<file path="src/rtl/rate_pkg.sv">
// Shared types for the rate detector: speed codes, classification result,
// FSM states and nominal-period helpers.
package rate_pkg;

  typedef enum logic [1:0] {
    SPD_CLK = 2'b00,
    SPD_X1  = 2'b01,
    SPD_X2  = 2'b10,
    SPD_X4  = 2'b11
  } speed_t;

  typedef struct packed {
    logic   invalid;
    speed_t spd;
  } class_t;

  localparam class_t CLASS_INVALID = '{invalid: 1'b1, spd: SPD_CLK};

  typedef enum logic [1:0] {
    IDLE    = 2'b00,
    MEASURE = 2'b01,
    LOCKED  = 2'b10
  } state_t;

  function automatic int unsigned nominal_period(speed_t s, int unsigned cf);
    case (s)
      SPD_CLK: return 1;
      SPD_X1:  return cf;
      SPD_X2:  return 2 * cf;
      default: return 4 * cf;
    endcase
  endfunction

  // Band test written without subtraction so small periods cannot wrap.
  function automatic logic within_tol(int unsigned p, int unsigned nom, int unsigned tol);
    return ((p + tol) >= nom) && (p <= (nom + tol));
  endfunction

endpackage

</file>
<file path="src/rtl/rate_period_counter.sv">
// Period counter: counts cycles between ticks, flags timeout and
// registers the measured period with a one-cycle valid pulse.
module rate_period_counter #(
  parameter int PW         = 7,
  parameter int MAX_PERIOD = 32
) (
  input  logic          i_clk,
  input  logic          i_rst,
  input  logic          i_tick,
  input  logic          i_measuring,
  output logic [PW-1:0] o_cnt,
  output logic [PW-1:0] o_period,
  output logic          o_period_valid,
  output logic          o_sample,
  output logic          o_timeout
);

  logic [PW-1:0] r_cnt;
  logic [PW-1:0] r_period;
  logic          r_period_valid;

  assign o_sample  = i_measuring & i_tick;
  assign o_timeout = i_measuring & ~i_tick & (r_cnt == PW'(MAX_PERIOD));

  always_ff @(posedge i_clk) begin
    if (i_rst) begin
      r_cnt          <= '0;
      r_period       <= '0;
      r_period_valid <= 1'b0;
    end else begin
      r_period_valid <= 1'b0;
      if (i_tick) begin
        // A tick from IDLE only starts the count; no period exists yet.
        r_cnt <= PW'(1);
        if (i_measuring) begin
          r_period       <= r_cnt;
          r_period_valid <= 1'b1;
        end
      end else if (o_timeout) begin
        r_cnt <= '0;
      end else if (i_measuring) begin
        r_cnt <= r_cnt + PW'(1);
      end
    end
  end

  assign o_cnt          = r_cnt;
  assign o_period       = r_period;
  assign o_period_valid = r_period_valid;

endmodule

</file>
<file path="src/rtl/rate_detector.sv">
// Rate detector top: classifies measured tick periods into speed codes and
// locks after LOCK_COUNT equal classifications. Optional LockEvent output
// is enabled with RATE_DETECTOR_IRQ_EN.
module rate_detector
  import rate_pkg::*;
#(
  parameter  int CLOCK_FREQUENCY = 500,
  parameter  int LOCK_COUNT      = 3,
  parameter  int TOLERANCE       = 0,
  localparam int MAX_PERIOD      = 4 * CLOCK_FREQUENCY + TOLERANCE,
  localparam int PW              = $clog2(MAX_PERIOD + 1) + 1
) (
  input  logic          ClockIn,
  input  logic          Reset,
  input  logic          Tick,
  output logic [PW-1:0] Period,
  output logic          PeriodValid,
  output logic [1:0]    Speed,
  output logic          Locked
`ifdef RATE_DETECTOR_IRQ_EN
  ,output logic         LockEvent
`endif
);

  localparam int MW = (LOCK_COUNT < 2) ? 1 : $clog2(LOCK_COUNT + 1);

  state_t        r_state,  w_state_n;
  logic [MW-1:0] r_match,  w_match_n, w_match_inc;
  class_t        r_last,   w_last_n;
  logic          r_locked, w_locked_n;
  speed_t        r_speed,  w_speed_n;
  class_t        w_class;
  logic [PW-1:0] w_cnt;
  logic [31:0]   w_p32;
  logic          w_sample;
  logic          w_timeout;

  rate_period_counter #(
    .PW         (PW),
    .MAX_PERIOD (MAX_PERIOD)
  ) u_counter (
    .i_clk          (ClockIn),
    .i_rst          (Reset),
    .i_tick         (Tick),
    .i_measuring    (r_state != IDLE),
    .o_cnt          (w_cnt),
    .o_period       (Period),
    .o_period_valid (PeriodValid),
    .o_sample       (w_sample),
    .o_timeout      (w_timeout)
  );

  always_comb begin
    w_class = CLASS_INVALID;
    w_p32   = 32'(w_cnt);
    if (w_p32 == 32'd1)
      w_class = '{invalid: 1'b0, spd: SPD_CLK};
    else if (within_tol(w_p32, nominal_period(SPD_X1, CLOCK_FREQUENCY), TOLERANCE))
      w_class = '{invalid: 1'b0, spd: SPD_X1};
    else if (within_tol(w_p32, nominal_period(SPD_X2, CLOCK_FREQUENCY), TOLERANCE))
      w_class = '{invalid: 1'b0, spd: SPD_X2};
    else if (within_tol(w_p32, nominal_period(SPD_X4, CLOCK_FREQUENCY), TOLERANCE))
      w_class = '{invalid: 1'b0, spd: SPD_X4};
  end

  always_comb begin
    w_state_n   = r_state;
    w_match_n   = r_match;
    w_last_n    = r_last;
    w_locked_n  = r_locked;
    w_speed_n   = r_speed;
    w_match_inc = '0;
    case (r_state)
      IDLE: begin
        if (Tick) w_state_n = MEASURE;
      end
      default: begin
        if (w_timeout) begin
          w_state_n  = IDLE;
          w_locked_n = 1'b0;
          w_match_n  = '0;
          w_last_n   = CLASS_INVALID;
        end else if (w_sample) begin
          if (w_class.invalid)
            w_match_inc = '0;
          else if (w_class == r_last)
            w_match_inc = (r_match == MW'(LOCK_COUNT)) ? r_match : r_match + MW'(1);
          else
            w_match_inc = MW'(1);
          if ((w_class.invalid || (w_class != r_last)) && (r_state == LOCKED)) begin
            w_state_n  = MEASURE;
            w_locked_n = 1'b0;
          end
          w_match_n = w_match_inc;
          w_last_n  = w_class;
          if (w_match_inc == MW'(LOCK_COUNT)) begin
            w_state_n  = LOCKED;
            w_locked_n = 1'b1;
            w_speed_n  = w_class.spd;
          end
        end
      end
    endcase
  end

  always_ff @(posedge ClockIn) begin
    if (Reset) begin
      r_state  <= IDLE;
      r_match  <= '0;
      r_last   <= CLASS_INVALID;
      r_locked <= 1'b0;
      r_speed  <= SPD_CLK;
    end else begin
      r_state  <= w_state_n;
      r_match  <= w_match_n;
      r_last   <= w_last_n;
      r_locked <= w_locked_n;
      r_speed  <= w_speed_n;
    end
  end

  assign Speed  = r_speed;
  assign Locked = r_locked;

`ifdef RATE_DETECTOR_IRQ_EN
  logic r_lock_event;

  always_ff @(posedge ClockIn) begin
    if (Reset) r_lock_event <= 1'b0;
    else       r_lock_event <= w_locked_n ^ r_locked;
  end

  assign LockEvent = r_lock_event;
`endif

endmodule

</file>
<file path="config.mk">
export PLATFORM = sky130hd
export DESIGN_NAME = rate_detector
export DESIGN_NICKNAME = d
export VERILOG_FILES = /design/src/rtl/rate_pkg.sv /design/src/rtl/rate_period_counter.sv /design/src/rtl/rate_detector.sv
export SDC_FILE = /design/constraint.sdc
export NUM_CORES = 1
export LEC_CHECK = 0
export ABC_CLOCK_PERIOD_IN_PS = 4850
export CAP_MARGIN = 10
export CORE_ASPECT_RATIO = 0.75
export CORE_MARGIN = 2
export CORE_UTILIZATION = 55
export CTS_BUF_LIST = sky130_fd_sc_hd__clkbuf_16
export DETAILED_ROUTE_END_ITERATION = 10
export GPL_TIMING_DRIVEN = 1
export PLACE_DENSITY_LB_ADDON = 0.12
export SLEW_MARGIN = 25
export SYNTH_ARGS = -nofsm -noshare
export SYNTH_HDL_FRONTEND = slang
export SYNTH_SLANG_ARGS = --single-unit
</file>
<file path="constraint.sdc">
create_clock -name ClockIn -period 4.85 [get_ports ClockIn]
set_input_delay 0.97 -clock ClockIn [delete_from_list [all_inputs] [get_ports ClockIn]]
set_output_delay 0.97 -clock ClockIn [all_outputs]
set_load 0.02 [all_outputs]
</file>
[Word level (Yosys, flattened, before mapping)]
Index checks and enable logic that the tools add are counted.
W data, S select, Z words.
Word-level totals
  register bits: 35
  latch bits: 0
  RAM bits: 0
  bits in read-only memories: 0
  bits of input ports: 3
  output and inout bits: 16
  word-level logic and storage cells: 79
  memories kept: 0
Cells by class
  add/subtract/negate cells: 2
  multiply operators: 0
  div/mod/pow operators: 0
  magnitude comparators: 6
  equal/unequal tests: 8
  shift operators: 0
  multiplexer cells: 28
  bitwise gates (word level): 6
  reduce and logical (&&, ||, !) cells: 19
Operators by type and width (number)
  $mux W2: 14
  $mux W3: 6
  $add A12 B1 Y12 const B: 1
  $eq A12 B1 Y1 const B: 1
  $eq A12 B11 Y1 const B: 1
  $ge A12 B10 Y1 const B: 1
  $ge A12 B11 Y1 const B: 1
  $ge A12 B9 Y1 const B: 1
  $le A12 B10 Y1 const B: 1
  $le A12 B11 Y1 const B: 1
  $le A12 B9 Y1 const B: 1
  $reduce_bool A3 Y1: 3
  $mux W1: 8
  $eq A2 B2 Y1 const B: 3
  $reduce_and A3 Y1: 2
  $logic_and A1 B1 Y1: 4
  $reduce_and A2 Y1: 2
  $reduce_and A4 Y1: 1
  $reduce_bool A2 Y1: 2
  $reduce_bool A4 Y1: 1
  $and A1 B1 Y1: 3
  $eq A3 B3 Y1: 1
  $ne A3 B3 Y1: 1
  $not A1 Y1: 3
  other kinds (6): 6

[Depth between registers and ports, before layout]
Gate-level depths: netlist of the first run.
  word-level depth: 17
  gate-level depth with buffers: 8
  mapped depth without buffers: 8

[By module]
From an unflattened synthesis of the first run, not the netlist that was laid out.
Second synthesis, totals
  cell total of the unflattened synthesis: 205
  area, all modules: 1734.2 µm²
By module, submodules not included
  rate_period_counter: instances 1, cells an instance 124, area an instance 1042.2 µm², sequential area each 500.5 µm²
  rate_detector: instances 1, cells an instance 81, area an instance 691.9 µm², sequential area each 200.2 µm²

[Worst setup path before layout of the first run]
No wires, ideal clock.
  path type: in2reg
  start point: input Tick
  end point: register r_state[1]
  library setup time: 79 ps
  data arrival time: 1865 ps
  data required time: 4771 ps
  slack: 2906 ps
  stages on the path: 7
  buffers on the path: 1
  path through: clkbuf_1 o21ai_0 nor2_1 nand2_1 o21ai_0 nand2_1 o211ai_1
On the way
  cells in the longest elaborated chain, start to end: 5
  elaborated cells between the ends (all ways): 10
  classes of those cells: eq/ne: 1; mux: 2; bitwise: 4; reduce/logical: 3
Ends and longest elaborated chain
  start: declaration: RTL line rate_detector.sv:15  | input logic Tick,
  $not A1 Y1: RTL line rate_period_counter.sv:23  | assign o_timeout = i_measuring & ~i_tick & (r_cnt == PW'(MAX_PERIOD));
  $and A1 B1 Y1 (2 in series): RTL line rate_period_counter.sv:23
  $reduce_bool A4 Y1 (no line) (tied with other cells)
  $reduce_and A3 Y1 (no line) or $mux W2 (tied branches)
  end signal: assignment: RTL line rate_detector.sv:114  | r_state <= w_state_n;
  end: declaration: RTL line rate_detector.sv:27  | state_t r_state, w_state_n;
Parallel ways exist; a longest one is shown, timed or not.
A chain may end at the register's enable or synchronous reset.

[Final worst setup path of the first run]
  start point: input Reset
  end point: register u_counter.r_cnt[2], in the netlist u_counter.o_cnt[2]
On the way
  cells in the longest elaborated chain, start to end: 1
Ends and longest elaborated chain
  start: declaration: RTL line rate_detector.sv:14  | input logic Reset,
  $reduce_or A3 Y1 (no line)
  end signal: assignment: RTL line rate_period_counter.sv:42  | r_cnt <= r_cnt + PW'(1);
  end: declaration: RTL line rate_period_counter.sv:18  | logic [PW-1:0] r_cnt;
Every way passes these cells.

==> metrics.txt, run 1 <==
Slew @ Worst Pin 0.865 ns; first-pass GRT wire length 6.02 mm; die area 3450 um^2; Final Max Tran Viols 0; drt total wl 3.80 mm; Yosys cell types a little over 40; synth warn 0; area growth from synthesis to layout 19.7%; # IOs 19; hold path start u_counter.o_period[0]$_SDFFE_PP0P_; Slowest cell on crit path clkdlybuf4s50_1; Slew Limit Headroom 0.421; share of layout cells above drive strength 1 0.0691; Die Height 51.4 um; delay-heaviest family, CP buffers and inverters; num rows 17; reg2reg start u_counter.o_cnt[4]$_SDFFE_PP0N_; Final Hold Vio Count 0; Initial Utilization 0.570; unrepaired setup endpoints after global routing false; clock buffer depth 2; Critical Path RT approximately 5 ns; hold_buf cts 0; htree depth 2; post-cts resize count 0; DR DRC count 0; post-synth top area cell dfxtp_1; via count 1470; ANT cells 0; Placed Cells 247; drt via density 5.76; Mapped Nets 208; drt first pass iters 4; DRT iter0 DRCs 135; clock slew at reported path FFs 0.05 ns; CP dominant cell by count nor2_1; detailed placement HPWL between 2 and 3 mm; flop-to-flop setup slack 2.62 ns; TritonCTS clock tree built; largest cells by area after synthesis dfxtp_1 43%, nand2_1 9.3%, a21oi_1 7.0%; maxcap violations 0; crit path launch type input pin; Pwr Density 316 nW/um^2; peak supply drop approximately 0.23 mV; worst path cell trace clkdlybuf4s50_1 -> nor2_1 -> o21ai_1 -> nor2_1; Synth Area per Inst 8.16 um^2; setup violators final 0; Non-Filler Instances 255; antenna violations before repair 0; Static Leak a little under 0.0007 uW; Setup crit start Reset; Post-synth EDFFs 0; Synth top area share 0.425; worst-path maximum fanout 26; Post-Syn Area 1650 um^2; pin count of the biggest net entering global routing 27; Sink Count 35; post-CTS setup buffers 0; clk_lat worst skew ~0.28 ns; total CTS buffers 5; flop and latch count out of synthesis 35; Seq/Total Area, Yosys 0.425; Highest Clock Rate around 0.39 GHz; total track usage 0.242; vias in the first global route 1307; Buffers on Ports 18; Mapped Cells 202; RD Place Congestion 0.874; Final Critical Period 2.59 ns; Nets ~220; root buf cell clkbuf_16; post-route ant nets 0; Crit Path Class in -> reg; slowest stage delay, CP 1.04 ns; GR Overflow Total 0; fin crit share 0.533; Synth Flop Type dfxtp_1; worst min path class reg -> reg; Clock Skews between 0.003 and 0.004 ns; post-DR wirelength/cell 14.9 um; status finished clean; width of the die ~67 um; CP arrival 2.72 ns; WP buf/inv 1; Synth async-reset ratio 0; CP Capture Type register; setup TNS 0 ns; Core Area 2890 um^2
[worst reg2reg max path, stage by stage, from the launching register on]
cell and delay (ns):
dfxtp_1 0.49, and4bb_1 0.34, a22oi_2 0.13, or4b_4 0.56, a22oi_2 0.33, nand2b_1 0.16, a21oi_1 0.08
[placed cells by master (no fill, tap or decap), types with 3 or more instances in the layout]
master	instances
nor2_1	19
ha_1	3
clkdlybuf4s50_1	18
xor2_1	10
a21oi_1	23
nand2_1	41
nand3_1	5
nand4_1	5
inv_1	5
o21ai_0	7
nand3b_1	3
clkbuf_16	5
a22oi_2	3
dfxtp_1	35
[kinds of logic after synthesis]
logic type               count (synthesis)  share of synthesized area
flip-flops                              35                      0.425
AO/OA/AOI/OAI                           44                      0.164
AND/OR/NAND/NOR                         94                      0.294
adder cells (fa/ha/maj)                  3                     0.0228
buffers and inverters                   15                     0.0357
XOR/XNOR                                11                     0.0585
[path summary, 6_finish.rpt]
path,endpoint,depth (start not counted)
setup / recovery,u_counter.o_cnt[2]$_SDFFE_PP0N_,4
hold reg to reg,u_counter.o_period[0]$_SDFFE_PP0P_,2
setup reg to reg,r_state[0]$_SDFFE_PP0P_,6
hold / removal,u_counter.o_period[0]$_SDFFE_PP0P_,2
[cell usage after synthesis, drive strengths merged, types with 2 or more instances]
cell type,n
nand4b,2
ha,3
nor3,2
nand2,41
buf,3
nor2,20
nand3b,3
nor4,2
a21oi,23
a22oi,5
o211ai,2
dfxtp,35
xor2,10
clkbuf,9
nand2b,2
and3,2
o21ai,9
nand3,5
nand4,5
inv,3
[layer usage]
metal,part of all wire,global-route usage,vias up
met5,0,0,-
met4,0.017,0.122,0
met3,0.086,0.0771,9
met2,0.44,0.340,52
met1,0.46,0.331,681
li1,-,-,728
[final cells by class]
cell class / instances / area [um^2]
timing repair buffer: 19 / 188
fill: 237 / 920
clock buffer: 5 / 125
multi-input combinational: 152 / 888
inverter: 3 / 11.3
tap: 38 / 47.5
clock inverter: 3 / 12.5
sequential: 35 / 701
[state kept, by name, indices dropped and copies added, names as in the netlist]
name,flops
u_counter.o_period_valid,1
Speed,2
Locked,1
r_state,2
r_last,3
u_counter.o_cnt,12
r_match,2
u_counter.o_period,12
[report_power, final]
group / internal (uW) / switching [uW]
clock network: 185 / 111
registers: 291 / 3.90
logic: 11.7 / 21.7
[stage by stage]
step	worst slack [ns]	hold slack [ns]	power (uW)	utilization	cell area [um^2]
after floorplan	2.91	0.450	324	-	1650
after global placement	2.06	0.447	332	0.635	1840
after detailed placement	1.95	0.447	333	0.635	1840
after CTS	2.24	0.455	627	0.682	1970
after global routing	2.08	0.477	642	0.682	1970
final	2.26	0.450	624	0.682	1970
Note: power is estimated with default switching activity, not from simulation.
==> run 2: changes to the inputs <==
- ABC_CLOCK_PERIOD_IN_PS: 4850 -> 2480
- CORE_UTILIZATION: 55 -> 54
- clock period: 4.85 -> 2.48 ns (I/O delays scaled with it)
==> run 2 against run 1 <==
Compared with the run above:
- final area increased by 1.3%
- largest cell class unchanged
- highest routed layer unchanged
- core utilization decreased by 0.093 points
- wire length increased by 1.9%
- via count decreased by 2.0%
- global-route usage increased by 1.1 points
- combinational power increased by 120%
- largest power group is now sequential cells
- non-clock buffer count increased by 4
- total power increased by 95%
- sequential power increased by 96%
- first-iteration DRC count increased by 9.6%
==> metrics.txt, run 2 (synthesized netlist as in run 1, its figures left out) <==
DR DRC count 0 (unchanged); unrepaired setup endpoints after global routing false (unchanged); GR Overflow Total 0 (unchanged); antenna violations before repair 0 (unchanged); htree depth 2 (unchanged); WHS 0.457 ns (was 0.450 ns); Highest Clock Rate 0.456 GHz; clock slew at reported path FFs 0.05 ns (about the same); die area 3510 um^2 (was 3450 um^2); TritonCTS clock tree built (unchanged); leading cell type in the layout, fill and taps excluded nand2_1 (unchanged); Die Height 51.8 um (was 51.4 um); DRT iter0 DRCs 148 (was 135); Crit Path Class reg -> reg (was in -> reg); total track usage 0.253 (was 0.242); setup violators final 0 (unchanged); via count 1441 (was 1470); vias in the first global route 1278 (was 1307); fin crit share 0.884; setup TNS 0 ns (unchanged); # IOs 19 (unchanged); Core Area 2940 um^2 (was 2890 um^2); ANT cells 0 (unchanged); post-CTS setup buffers 0 (unchanged); drt via density 5.59 (was 5.76); detailed placement HPWL 2.67 mm (was 2.68 mm); worst-path maximum fanout 6 (was 26); first-pass GRT wire length 6.39 mm (was 6.02 mm); Initial Utilization 0.561 (was 0.570); Post-Place Cell Area 1870 um^2 (was 1840 um^2); Slew @ Worst Pin 0.538 ns (was 0.865 ns); Critical Path RT 2.63 ns (was 4.98 ns); Final Hold Vio Count 0 (unchanged); Final Critical Period 2.19 ns; clock buffer depth 2 (unchanged); worst min path class reg -> reg (unchanged); share of layout cells above drive strength 1 0.0864 (was 0.0691); post-route ant nets 0 (unchanged); Static Leak 0.000701 uW (was 0.000691 uW); clk_lat worst skew 0.27 ns (was 0.28 ns); area growth from synthesis to layout 21.3% (was 19.7%); root buf cell clkbuf_16 (unchanged); pin count of the biggest net entering global routing 20 (was 27); crit path launch type register (was input pin); hold_buf cts 0 (unchanged); num rows 17 (unchanged); CP Capture Type register (unchanged); Sink Count 35 (unchanged); drt first pass iters 6 (was 4); width of the die 67.8 um (was 67.2 um); Clock Skews 0.00186 ns (was 0.00336 ns); CP arrival 2.34 ns (was 2.72 ns); Nets 226 (was 222); Slew Limit Headroom 0.640 (was 0.421); post-cts resize count 0 (unchanged); Final Max Tran Viols 0 (unchanged); drt total wl 3.88 mm (was 3.80 mm); maxcap violations 0 (unchanged); status finished clean (unchanged); flop-to-flop setup slack 0.29 ns (was 2.62 ns); post-DR wirelength/cell 15.0 um (was 14.9 um); most frequent cells in the layout 41 x nand2_1, 35 x dfxtp_1, 23 x a21oi_1, 19 x nor2_1, 18 x clkdlybuf4s50_1 (unchanged); Buffers on Ports 18 (unchanged); Pwr Density 610 nW/um^2 (was 316 nW/um^2); peak supply drop 0.506 mV (was 0.230 mV); total CTS buffers 5 (unchanged); RD Place Congestion 0.922 (was 0.874); post-route cell area 2000 um^2 (was 1970 um^2)
## run 2: changes by cell type in the layout (fill, tap and decap cells not counted)
cell	delta
buf_4	+4
inv_1	-2
clkinv_1	+1
o21ai_0	+1
o21ai_1	-1
## run 2: area by class of cell
class,count,area (um^2)
clock buffers,5,125
clock inverters,2,8.76
fillers,258,936
inverters,3,11.3
multi-input cells,152,888
flip-flops and latches,35,701
well taps,38,47.5
repair buffers,23,218
## run 2: final timing paths
| check | from | to | cells past startpoint |
|---|---|---|---|
| hold / removal | u_counter.o_period[4]$_SDFFE_PP0P_ | u_counter.o_period[4]$_SDFFE_PP0P_ | 2 |
| hold reg to reg | u_counter.o_period[4]$_SDFFE_PP0P_ | u_counter.o_period[4]$_SDFFE_PP0P_ | 2 |
| setup / recovery | u_counter.o_cnt[10]$_SDFFE_PP0N_ | r_state[0]$_SDFFE_PP0P_ | 6 |
| setup reg to reg | u_counter.o_cnt[10]$_SDFFE_PP0N_ | r_state[0]$_SDFFE_PP0P_ | 6 |
## run 2: metal layers
layer / vias up / wire (um) / global-route usage
met5: - / 0 / 0
met4: 0 / 42 / 0.0700
met3: 6 / 259 / 0.0909
met2: 54 / 1680 / 0.353
met1: 652 / 1900 / 0.366
li1: 729 / - / -
## run 2: worst max-delay path, stage by stage (launching register included)
cell,delay [ns]
dfxtp_1,0.47
and4bb_1,0.34
a22oi_2,0.13
or4b_4,0.56
a22oi_2,0.34
nand2b_1,0.16
a21oi_1,0.07
## run 2: stage by stage
stage	worst slack (ns)	std cells	util	power (uW)
after floorplan	0.544	202	-	635
after global placement	0.441	251	0.636	657
after detailed placement	0.356	251	0.636	658
after CTS	0.333	258	0.681	1230
after global routing	0.181	258	0.681	1260
final	0.289	258	0.681	1220
## run 2: power by group
group / switching, uW / internal [uW]
logic: 45.2 / 27.0
clock network: 211 / 360
registers: 7.54 / 569
total: 264 / 956
